[src/rtl/radio_te_pkg.sv]
// Shared types and defaults for the radio timing engine pipeline stages.
package radio_te_pkg;

  localparam int CNT_W_DEF     = 16;
  localparam int GUARD_CYC_DEF = 4;

  typedef enum logic [1:0] {
    IDLE   = 2'd0,
    RAMP   = 2'd1,
    ACTIVE = 2'd2,
    GUARD  = 2'd3
  } te_state_t;

endpackage

[src/rtl/radio_timing_sequencer_if.sv]
// Request/status bundle between the timing controller (master) and the sequencer (slave).
interface radio_timing_sequencer_if #(
  parameter int CNT_W = radio_te_pkg::CNT_W_DEF
);

  logic             start;
  logic             mode_rx;
  logic [CNT_W-1:0] ramp_len;
  logic [CNT_W-1:0] active_len;
  logic             abort;
  logic             radio_enable1;
  logic             radio_rx_en1;
  logic             busy;
  logic             done;
  logic             start_err;

  modport master (
    output start, mode_rx, ramp_len, active_len, abort,
    input  radio_enable1, radio_rx_en1, busy, done, start_err
  );

  modport slave (
    input  start, mode_rx, ramp_len, active_len, abort,
    output radio_enable1, radio_rx_en1, busy, done, start_err
  );

endinterface

[src/rtl/te_down_counter.sv]
// Loadable down counter with zero flag; load takes priority over decrement.
module te_down_counter #(
  parameter int CNT_W = radio_te_pkg::CNT_W_DEF
) (
  input  logic             ck,
  input  logic             arst,
  input  logic             i_load,
  input  logic [CNT_W-1:0] i_load_val,
  input  logic             i_dec,
  output logic [CNT_W-1:0] o_count,
  output logic             o_zero
);

  logic [CNT_W-1:0] r_count;

  // NOTE: clocked state uses non-blocking (<=) so every flop samples pre-edge values.
  always_ff @(posedge ck or posedge arst) begin
    if (arst) begin
      r_count <= '0;
    end else if (i_load) begin
      r_count <= i_load_val;
    end else if (i_dec) begin
      r_count <= r_count - 1'b1;
    end
  end

  assign o_count = r_count;
  assign o_zero  = (r_count == '0);

endmodule

[src/rtl/radio_timing_sequencer.sv]
// Sequences one radio burst (ramp, active, guard) per accepted start and drives
// registered stage-1 enable strobes plus busy/done/start_err status.
module radio_timing_sequencer
  import radio_te_pkg::*;
#(
  parameter int CNT_W     = CNT_W_DEF,
  parameter int GUARD_CYC = GUARD_CYC_DEF
) (
  input  logic                      ck,
  input  logic                      arst,
  radio_timing_sequencer_if.slave   bus
);

  localparam logic [CNT_W-1:0] GUARD_LOAD = CNT_W'(GUARD_CYC - 1);

  te_state_t        r_state;
  te_state_t        w_state_nxt;
  logic             r_mode_rx;
  logic [CNT_W-1:0] r_active_len;

  logic             w_accept;
  logic             w_mode_nxt;
  logic             w_cnt_load;
  logic             w_cnt_dec;
  logic [CNT_W-1:0] w_cnt_load_val;
  logic [CNT_W-1:0] w_cnt;
  logic             w_cnt_zero;

  logic             r_radio_enable1, w_radio_enable1_nxt;
  logic             r_radio_rx_en1,  w_radio_rx_en1_nxt;
  logic             r_busy,          w_busy_nxt;
  logic             r_done,          w_done_nxt;
  logic             r_start_err,     w_start_err_nxt;

  assign w_accept   = (r_state == IDLE) && bus.start && !bus.abort;
  assign w_mode_nxt = w_accept ? bus.mode_rx : r_mode_rx;

  te_down_counter #(.CNT_W(CNT_W)) u_cnt (
    .ck         (ck),
    .arst       (arst),
    .i_load     (w_cnt_load),
    .i_load_val (w_cnt_load_val),
    .i_dec      (w_cnt_dec),
    .o_count    (w_cnt),
    .o_zero     (w_cnt_zero)
  );

  always_ff @(posedge ck or posedge arst) begin
    if (arst) begin
      r_state      <= IDLE;
      r_mode_rx    <= 1'b0;
      r_active_len <= '0;
    end else begin
      r_state <= w_state_nxt;
      if (w_accept) begin
        r_mode_rx    <= bus.mode_rx;
        r_active_len <= bus.active_len;
      end
    end
  end

  // NOTE: defaults first in every always_comb so no path leaves a signal unassigned (no latch).
  always_comb begin
    w_state_nxt = r_state;
    unique case (r_state)
      IDLE:   if (w_accept) w_state_nxt = (bus.ramp_len != '0) ? RAMP : ACTIVE;
      RAMP:   if (bus.abort) w_state_nxt = GUARD;
              else if (w_cnt_zero) w_state_nxt = ACTIVE;
      ACTIVE: if (bus.abort || (r_active_len != '0 && w_cnt_zero)) w_state_nxt = GUARD;
      GUARD:  if (w_cnt_zero) w_state_nxt = IDLE;
      default: w_state_nxt = IDLE;
    endcase
  end

  // Length loads only happen for non-zero lengths, so len-1 never wraps;
  // a zero active length simply leaves the counter parked at zero.
  always_comb begin
    w_cnt_load     = 1'b0;
    w_cnt_load_val = '0;
    w_cnt_dec      = 1'b0;
    unique case (r_state)
      IDLE: begin
        if (w_accept && bus.ramp_len != '0) begin
          w_cnt_load     = 1'b1;
          w_cnt_load_val = bus.ramp_len - 1'b1;
        end else if (w_accept && bus.active_len != '0) begin
          w_cnt_load     = 1'b1;
          w_cnt_load_val = bus.active_len - 1'b1;
        end
      end
      RAMP: begin
        if (bus.abort) begin
          w_cnt_load     = 1'b1;
          w_cnt_load_val = GUARD_LOAD;
        end else if (!w_cnt_zero) begin
          w_cnt_dec = 1'b1;
        end else if (r_active_len != '0) begin
          w_cnt_load     = 1'b1;
          w_cnt_load_val = r_active_len - 1'b1;
        end
      end
      ACTIVE: begin
        if (bus.abort || (r_active_len != '0 && w_cnt_zero)) begin
          w_cnt_load     = 1'b1;
          w_cnt_load_val = GUARD_LOAD;
        end else if (r_active_len != '0) begin
          w_cnt_dec = 1'b1;
        end
      end
      GUARD: w_cnt_dec = !w_cnt_zero;
      default: ;
    endcase
  end

  always_comb begin
    w_radio_enable1_nxt = (w_state_nxt == RAMP) || (w_state_nxt == ACTIVE);
    w_radio_rx_en1_nxt  = (w_state_nxt == ACTIVE) && w_mode_nxt;
    w_busy_nxt          = (w_state_nxt != IDLE);
    w_done_nxt          = (r_state == GUARD) && (w_state_nxt == IDLE);
    w_start_err_nxt     = bus.start && (r_state != IDLE);
  end

  always_ff @(posedge ck or posedge arst) begin
    if (arst) begin
      r_radio_enable1 <= 1'b0;
      r_radio_rx_en1  <= 1'b0;
      r_busy          <= 1'b0;
      r_done          <= 1'b0;
      r_start_err     <= 1'b0;
    end else begin
      r_radio_enable1 <= w_radio_enable1_nxt;
      r_radio_rx_en1  <= w_radio_rx_en1_nxt;
      r_busy          <= w_busy_nxt;
      r_done          <= w_done_nxt;
      r_start_err     <= w_start_err_nxt;
    end
  end

  assign bus.radio_enable1 = r_radio_enable1;
  assign bus.radio_rx_en1  = r_radio_rx_en1;
  assign bus.busy          = r_busy;
  assign bus.done          = r_done;
  assign bus.start_err     = r_start_err;

endmodule

[src/flat_wrapper.sv]
// flat-port wrapper written by rule: the top's interface ports become plain ports
module radio_timing_sequencer_flat import radio_te_pkg::*;
#(
  parameter int CNT_W     = CNT_W_DEF,
  parameter int GUARD_CYC = GUARD_CYC_DEF
)
  (ck, arst, bus_start, bus_mode_rx, bus_ramp_len, bus_active_len, bus_abort, bus_radio_enable1, bus_radio_rx_en1, bus_busy, bus_done, bus_start_err);
  radio_timing_sequencer_if #(.CNT_W(CNT_W)) bus_i ();
  input  logic ck;
  input  logic arst;
  input wire logic [$bits(bus_i.start)-1:0] bus_start;
  input wire logic [$bits(bus_i.mode_rx)-1:0] bus_mode_rx;
  input wire logic [$bits(bus_i.ramp_len)-1:0] bus_ramp_len;
  input wire logic [$bits(bus_i.active_len)-1:0] bus_active_len;
  input wire logic [$bits(bus_i.abort)-1:0] bus_abort;
  output wire logic [$bits(bus_i.radio_enable1)-1:0] bus_radio_enable1;
  output wire logic [$bits(bus_i.radio_rx_en1)-1:0] bus_radio_rx_en1;
  output wire logic [$bits(bus_i.busy)-1:0] bus_busy;
  output wire logic [$bits(bus_i.done)-1:0] bus_done;
  output wire logic [$bits(bus_i.start_err)-1:0] bus_start_err;
  assign bus_i.start = bus_start;
  assign bus_i.mode_rx = bus_mode_rx;
  assign bus_i.ramp_len = bus_ramp_len;
  assign bus_i.active_len = bus_active_len;
  assign bus_i.abort = bus_abort;
  assign bus_radio_enable1 = bus_i.radio_enable1;
  assign bus_radio_rx_en1 = bus_i.radio_rx_en1;
  assign bus_busy = bus_i.busy;
  assign bus_done = bus_i.done;
  assign bus_start_err = bus_i.start_err;
  radio_timing_sequencer #(.CNT_W(CNT_W), .GUARD_CYC(GUARD_CYC)) u_core (.ck(ck), .arst(arst), .bus(bus_i));
endmodule
[config.mk]
export PLATFORM = sky130hd
export DESIGN_NAME = radio_timing_sequencer_flat
export DESIGN_NICKNAME = d
export VERILOG_FILES = /design/src/rtl/radio_te_pkg.sv /design/src/rtl/radio_timing_sequencer_if.sv /design/src/rtl/te_down_counter.sv /design/src/rtl/radio_timing_sequencer.sv /design/src/flat_wrapper.sv
export SDC_FILE = /design/constraint.sdc
export NUM_CORES = 1
export LEC_CHECK = 0
export BUFFER_PORTS_ARGS = -buffer_cell sky130_fd_sc_hd__buf_2
export CAP_MARGIN = 10
export CORE_UTILIZATION = 50
export DETAILED_ROUTE_END_ITERATION = 8
export PLACE_DENSITY = 0.79
export SLEW_MARGIN = 20
export SYNTH_ARGS = -nofsm -noshare
export SYNTH_HDL_FRONTEND = slang
export SYNTH_SLANG_ARGS = --single-unit
[constraint.sdc]
create_clock -name ck -period 2.9 [get_ports ck]
set_input_delay 0.435 -clock ck [delete_from_list [all_inputs] [get_ports ck]]
set_output_delay 0.435 -clock ck [all_outputs]
set_load 0.01 [all_outputs]
[Word level (Yosys, flattened, before mapping)]
Index checks and enable logic that the tools add are counted.
W data, S select, Z words.
Word-level totals
  input port bits: 37
  register bits: 40
  output and inout bits: 5
  logic and storage cells: 67
Operators by class
  add/sub/neg operators: 4
  muxes and demuxes: 28
  equal/unequal tests: 5
  reductions and logical operators: 21
Operators by type and width (count)
  $mux W16: 7
  $sub A16 B1 Y16 const B: 4
  $pmux W16 S3: 1
  $reduce_bool A16 Y1: 3
  $logic_not A16 Y1: 1
  $mux W2: 7
  $mux W1: 10
  $logic_and A1 B1 Y1: 8
  $pmux W2 S4: 1
  $eq A2 B2 Y1 const B: 3
  $pmux W1 S3: 2
  $reduce_bool A2 Y1: 3
  $eq A2 B1 Y1 const B: 2
  $logic_not A2 Y1: 2
  $logic_not A1 Y1: 2
  $logic_or A1 B1 Y1: 2

[Longest topological paths before layout]
  depth after elaboration: 8
  gate-level depth with buffers: 12
  gate-level depth less buffers: 10

[Cells and area by module]
From an unflattened synthesis, not the netlist that was laid out.
Second synthesis, totals
  cells, all modules: 353
  area, all modules: 3090.5 µm²
By module, submodules not included
  radio_timing_sequencer: area an instance 2197.1 µm², sequential area each 600.6 µm², instances 1, cells an instance 254
  te_down_counter: area an instance 893.4 µm², sequential area each 400.4 µm², instances 1, cells an instance 99

[Worst setup path before layout]
No wires, ideal clock.
  path type: reg2reg
  start point: register u_core.r_active_len[0]
  end point: register u_core.u_cnt.r_count[7] (netlist: u_core.u_cnt.o_count[7])
  setup time: 126 ps
  cell stages (with the launch flop): 11
  data arrival time: 2705 ps
  period minus slack after synthesis: 2831 ps
  buffers on the path: 2
  required time: 2774 ps
  slack: 69 ps
  cell sequence: dfrtp_1 -> inv_1 -> ha_1 -> or4b_1 -> clkbuf_1 -> or4_4 -> a21o_4 -> a211o_1 -> buf_6 -> o32a_1 -> o32a_1
Between the ends
  cells in the longest elaborated chain, start to end: 6
  elaborated cells between the ends (all ways): 17
  those cells by class: add/sub (1); mux (12); reduce/logical (4)
RTL lines
  start: declaration: RTL line radio_timing_sequencer.sv:19  | logic [CNT_W-1:0] r_active_len;
  start signal: assignment: RTL line radio_timing_sequencer.sv:57  | r_active_len <= bus.active_len;
  $sub A16 B1 Y16 or $reduce_bool A16 Y1 (tied branches)
  $mux W16, or another cell as far along: RTL line radio_timing_sequencer.sv:97  | end else if (r_active_len != '0) begin
  $mux W16, or another cell as far along: RTL line radio_timing_sequencer.sv:95  | end else if (!w_cnt_zero) begin
  $mux W16, or another cell as far along: RTL line radio_timing_sequencer.sv:92  | if (bus.abort) begin
  $pmux W16 S3 or $pmux W1 S3 (tied branches): RTL line radio_timing_sequencer.sv:81  | unique case (r_state)
  $mux W16 or $reduce_bool A2 Y1 (tied branches)
  end signal: assignment: RTL line te_down_counter.sv:21  | r_count <= i_load_val;
  end signal: assignment: RTL line te_down_counter.sv:23  | r_count <= r_count - 1'b1;
  end: declaration: RTL line te_down_counter.sv:14  | logic [CNT_W-1:0] r_count;
Parallel ways exist; a longest one is shown, timed or not.
A chain may end at the register's enable or synchronous reset.

[Worst setup path in the final report]
  start point: register u_core.r_active_len[1]
  end point: register u_core.u_cnt.r_count[12] (netlist: u_core.u_cnt.o_count[12])
Same word-level chain as after synthesis.

==> reports/metrics.cfg <==
[setup_path]
worstSetupEndpointType=flip-flop
worstPathRequired_ps=3090
timing.critical_path.slowest_stage_cell=sky130_fd_sc_hd__or4_4
timing.critical_path.cells=inv_2, ha_4, or4b_4, or4_4, buf_4, a31oi_4, buf_6, nor4_1, xor2_1, a221o_1
crit_fanout=4
cp-start-kind=flip-flop
crit_type=flip-flop to flip-flop
critical-path-max-stage-delay_ps=510
cp_num_buf_inv=3
critPathTopFamily=simple AND/OR/NAND/NOR gates
critical_path_arrival_ps=2990

[routing]
drt-pass1-iter-count=5
route.detailed.wl_per_inst_microns=17.9
detailedRoute.firstIterationViolations=222
wl_microns=8930
antenna_left=0
drc=0
routed-via-count=3138
via_per_inst=6.30

[placed_design]
place.port_buffers=41
globalplace.congestion=1.00
dp_hpwl_microns=6860
total_placed_cells_including_tap_cells=490

[cells_and_area]
post-route-util_pct=62.7
synthToLayoutAreaGrowth_pct=19.3
fill_cells=514
num_antenna_cells=0
final_nets=467
final_cell_count_no_fill=498
fraction_of_final_layout_cells_sized_beyond_drive_strength_1_pct=26.2

[logic_synthesis]
async_flop_share_pct=100
combinational_family_with_the_most_area_after_synthesis=simple AND/OR/NAND/NOR gates
ys_seq_elements=40
synthDominantCellAreaShare_pct=31.6
ys.warnings.count=0
postSynthCellCount=360
netlist-cell-type-count=60
mean_instance_size_in_the_synthesized_netlist_sq_um=8.80
post_synth_adder_cell_area_pct=3.16
yosysSeqAreaShare_pct=31.6
muxShareOfSynthArea_pct=6.64
cell_area_after_synthesis_sq_um=3170
post_synth_and_or_nand_nor_area_fraction_pct=25.0
synth_top_cells_by_area=sky130_fd_sc_hd__dfrtp_1 (32%), sky130_fd_sc_hd__xor2_1 (5.8%), sky130_fd_sc_hd__mux2_2 (5.3%)
synth-xor-area-share_pct=11.1
postSynth.topFlopCell=sky130_fd_sc_hd__dfrtp_1
synth_largest_area_cell=sky130_fd_sc_hd__dfrtp_1
synthesis.nets=405
complex_gate_fraction_of_the_synthesized_area_pct=17.9
synth_enable_flop_cells=0

[floorplanning]
rows=28
dieWidth_microns=81.6
ioPinCount=42
die_height_microns=81.6
design.die.area_sq_um=6660
core_area_sq_um=6030
start_util_pct=52.6

[timing]
max_slew.worst_pin.slew_ps=649
sum_of_negative_setup_slack_ps=0
final-max-slew-violation-count=0
setup_violators_final=0
maxClockFrequency_ghz=0.357
report.final.hold_viol_count=0
min_period_ps=2800
maxSlewHeadroom_pct=56.3
final_min_period_over_clock_period_pct=96.7
clock-skew-final_ps=3.49
rsz_0062_raised_after_global_routing=false

[clock_network]
cts.root.buffer_cell=sky130_fd_sc_hd__clkbuf_8
clock_tree_from_tritoncts=built
numCtsBuffers=5
cts_sinks=40
hold_buffers=0
cts-htree-levels=2
cts.path.max_buffers=2
clkTransAtPathRegs_ps=80
clock_latency_ps=300

[grt]
grt_max_degree=41
first_global_vias=2881
number_of_antenna_violations_at_the_first_check_in_global_routing=0
global_route.overflow_total=0
first_pass_grt_wire_length_microns=14400
track_usage_pct=28.7

[run_status]
outcome=finished clean

[pwr]
vdd.ir_drop.worst_v=0.000304
power.density_cell_area_nw_per_um2=520
power_leakage_nw=1.58

[hold_path]
worst_hold_path_type=input pin to async pin

[run]
max_cap_viol_count=0

==> worst min-delay path, cell delays in order <==
cell and delay (ps):
sky130_fd_sc_hd__buf_2 90, sky130_fd_sc_hd__inv_1 40, sky130_fd_sc_hd__buf_4 440
==> metrics by stage <==
| stage | hold slack [ps] | power [mW] | cell area, sq um | worst slack, ps |
|---|---|---|---|---|
| floorplan | 466 | 1.27 | 3170 | 68.5 |
| global placement | 474 | 1.45 | 3630 | 127 |
| detailed placement | 483 | 1.48 | 3630 | 43.3 |
| CTS | 259 | 1.94 | 3740 | 17.1 |
| global route | 328 | 2.08 | 3780 | 7.63 |
| finish | 249 | 1.97 | 3780 | 95.6 |
==> cell usage after synthesis, drive strengths merged, types with 10 or more instances <==
| library cell | count |
|---|---|
| inv | 16 |
| nor3 | 24 |
| a21oi | 13 |
| mux2 | 16 |
| nor4 | 17 |
| clkbuf | 13 |
| o21ai | 12 |
| nor2 | 25 |
| dfrtp | 40 |
| xor2 | 21 |
| nand3 | 10 |
| nand2 | 15 |
| xnor2 | 19 |
==> logic make-up (layout without fill, tap and decap cells) <==
group,count (synthesis),count (layout)
and+or+nand+nor,143,143
xor gates and xnor gates,40,40
buffers and inverters,34,97
adders and majority gates,8,8
muxes,19,19
DFF,40,40
AOI/OAI and AO/OA,76,76
==> cell usage in the layout (no fill, tap or decap), drive strengths merged, types with 9 or more instances in the layout <==
master,n
a21oi,13
buf,73
dfrtp,40
inv,16
mux2,16
nand2,15
nand3,10
nor2,25
nor3,24
nor4,17
o21ai,12
o22ai,9
or4,9
xnor2,19
xor2,21
==> layer usage <==
metal / GRT usage, % / wire length, microns / vias to the layer above
li1: - / - / 1481
met1: 38.2 / 3690 / 1494
met2: 47.8 / 4480 / 145
met3: 3.67 / 559 / 18
met4: 10.4 / 198 / 0
met5: 0 / 0 / -
==> timing repair <==
item / in CTS / in global routing
gates resized for setup: 0 / 10
buffers inserted: 0 / 0
endpoints found under the setup margin: 0 / 17
==> sequential cells by signal, indices dropped and copies added, names as in the netlist <==
| name | count |
|---|---|
| u_core.bus.busy | 1 |
| u_core.bus.radio_rx_en1 | 1 |
| u_core.bus.radio_enable1 | 1 |
| u_core.r_active_len | 16 |
| u_core.r_state | 2 |
| u_core.bus.done | 1 |
| u_core.bus.start_err | 1 |
| u_core.u_cnt.o_count | 16 |
| u_core.r_mode_rx | 1 |
==> cell type report <==
class,instances,area (sq um),share of cell area (%)
clock buffer,5,68.8,1.82
clock inverter,3,42.5,1.13
inverter,16,60.1,1.59
multi-input combinational,286,2050,54.3
sequential,40,1000,26.5
tap,75,93.8,2.48
timing repair buffer,73,462,12.2
==> power breakdown <==
group	switching [mW]	leakage (nW)	internal [mW]	total [mW]
logic	0.289	1.04	0.312	0.601
registers	0.194	0.492	0.705	0.899
clock network	0.212	0.0541	0.255	0.467
total	0.696	1.58	1.27	1.97
==> final timing paths <==
check,start,to,slack (ps),depth (start not counted)
setup / recovery,u_core.r_active_len[1],u_core.u_cnt.o_count[12],100,10
setup reg to reg,u_core.r_active_len[1],u_core.u_cnt.o_count[12],100,10
min in group ck,bus_mode_rx,u_core.r_mode_rx,380,2
max in group asynchronous,arst,u_core.u_cnt.o_count[15],2290,3
hold / removal,arst,u_core.r_active_len[3],250,3
hold reg to reg,u_core.r_mode_rx,u_core.r_mode_rx,500,1
Note: power is estimated with default switching activity, not from simulation.
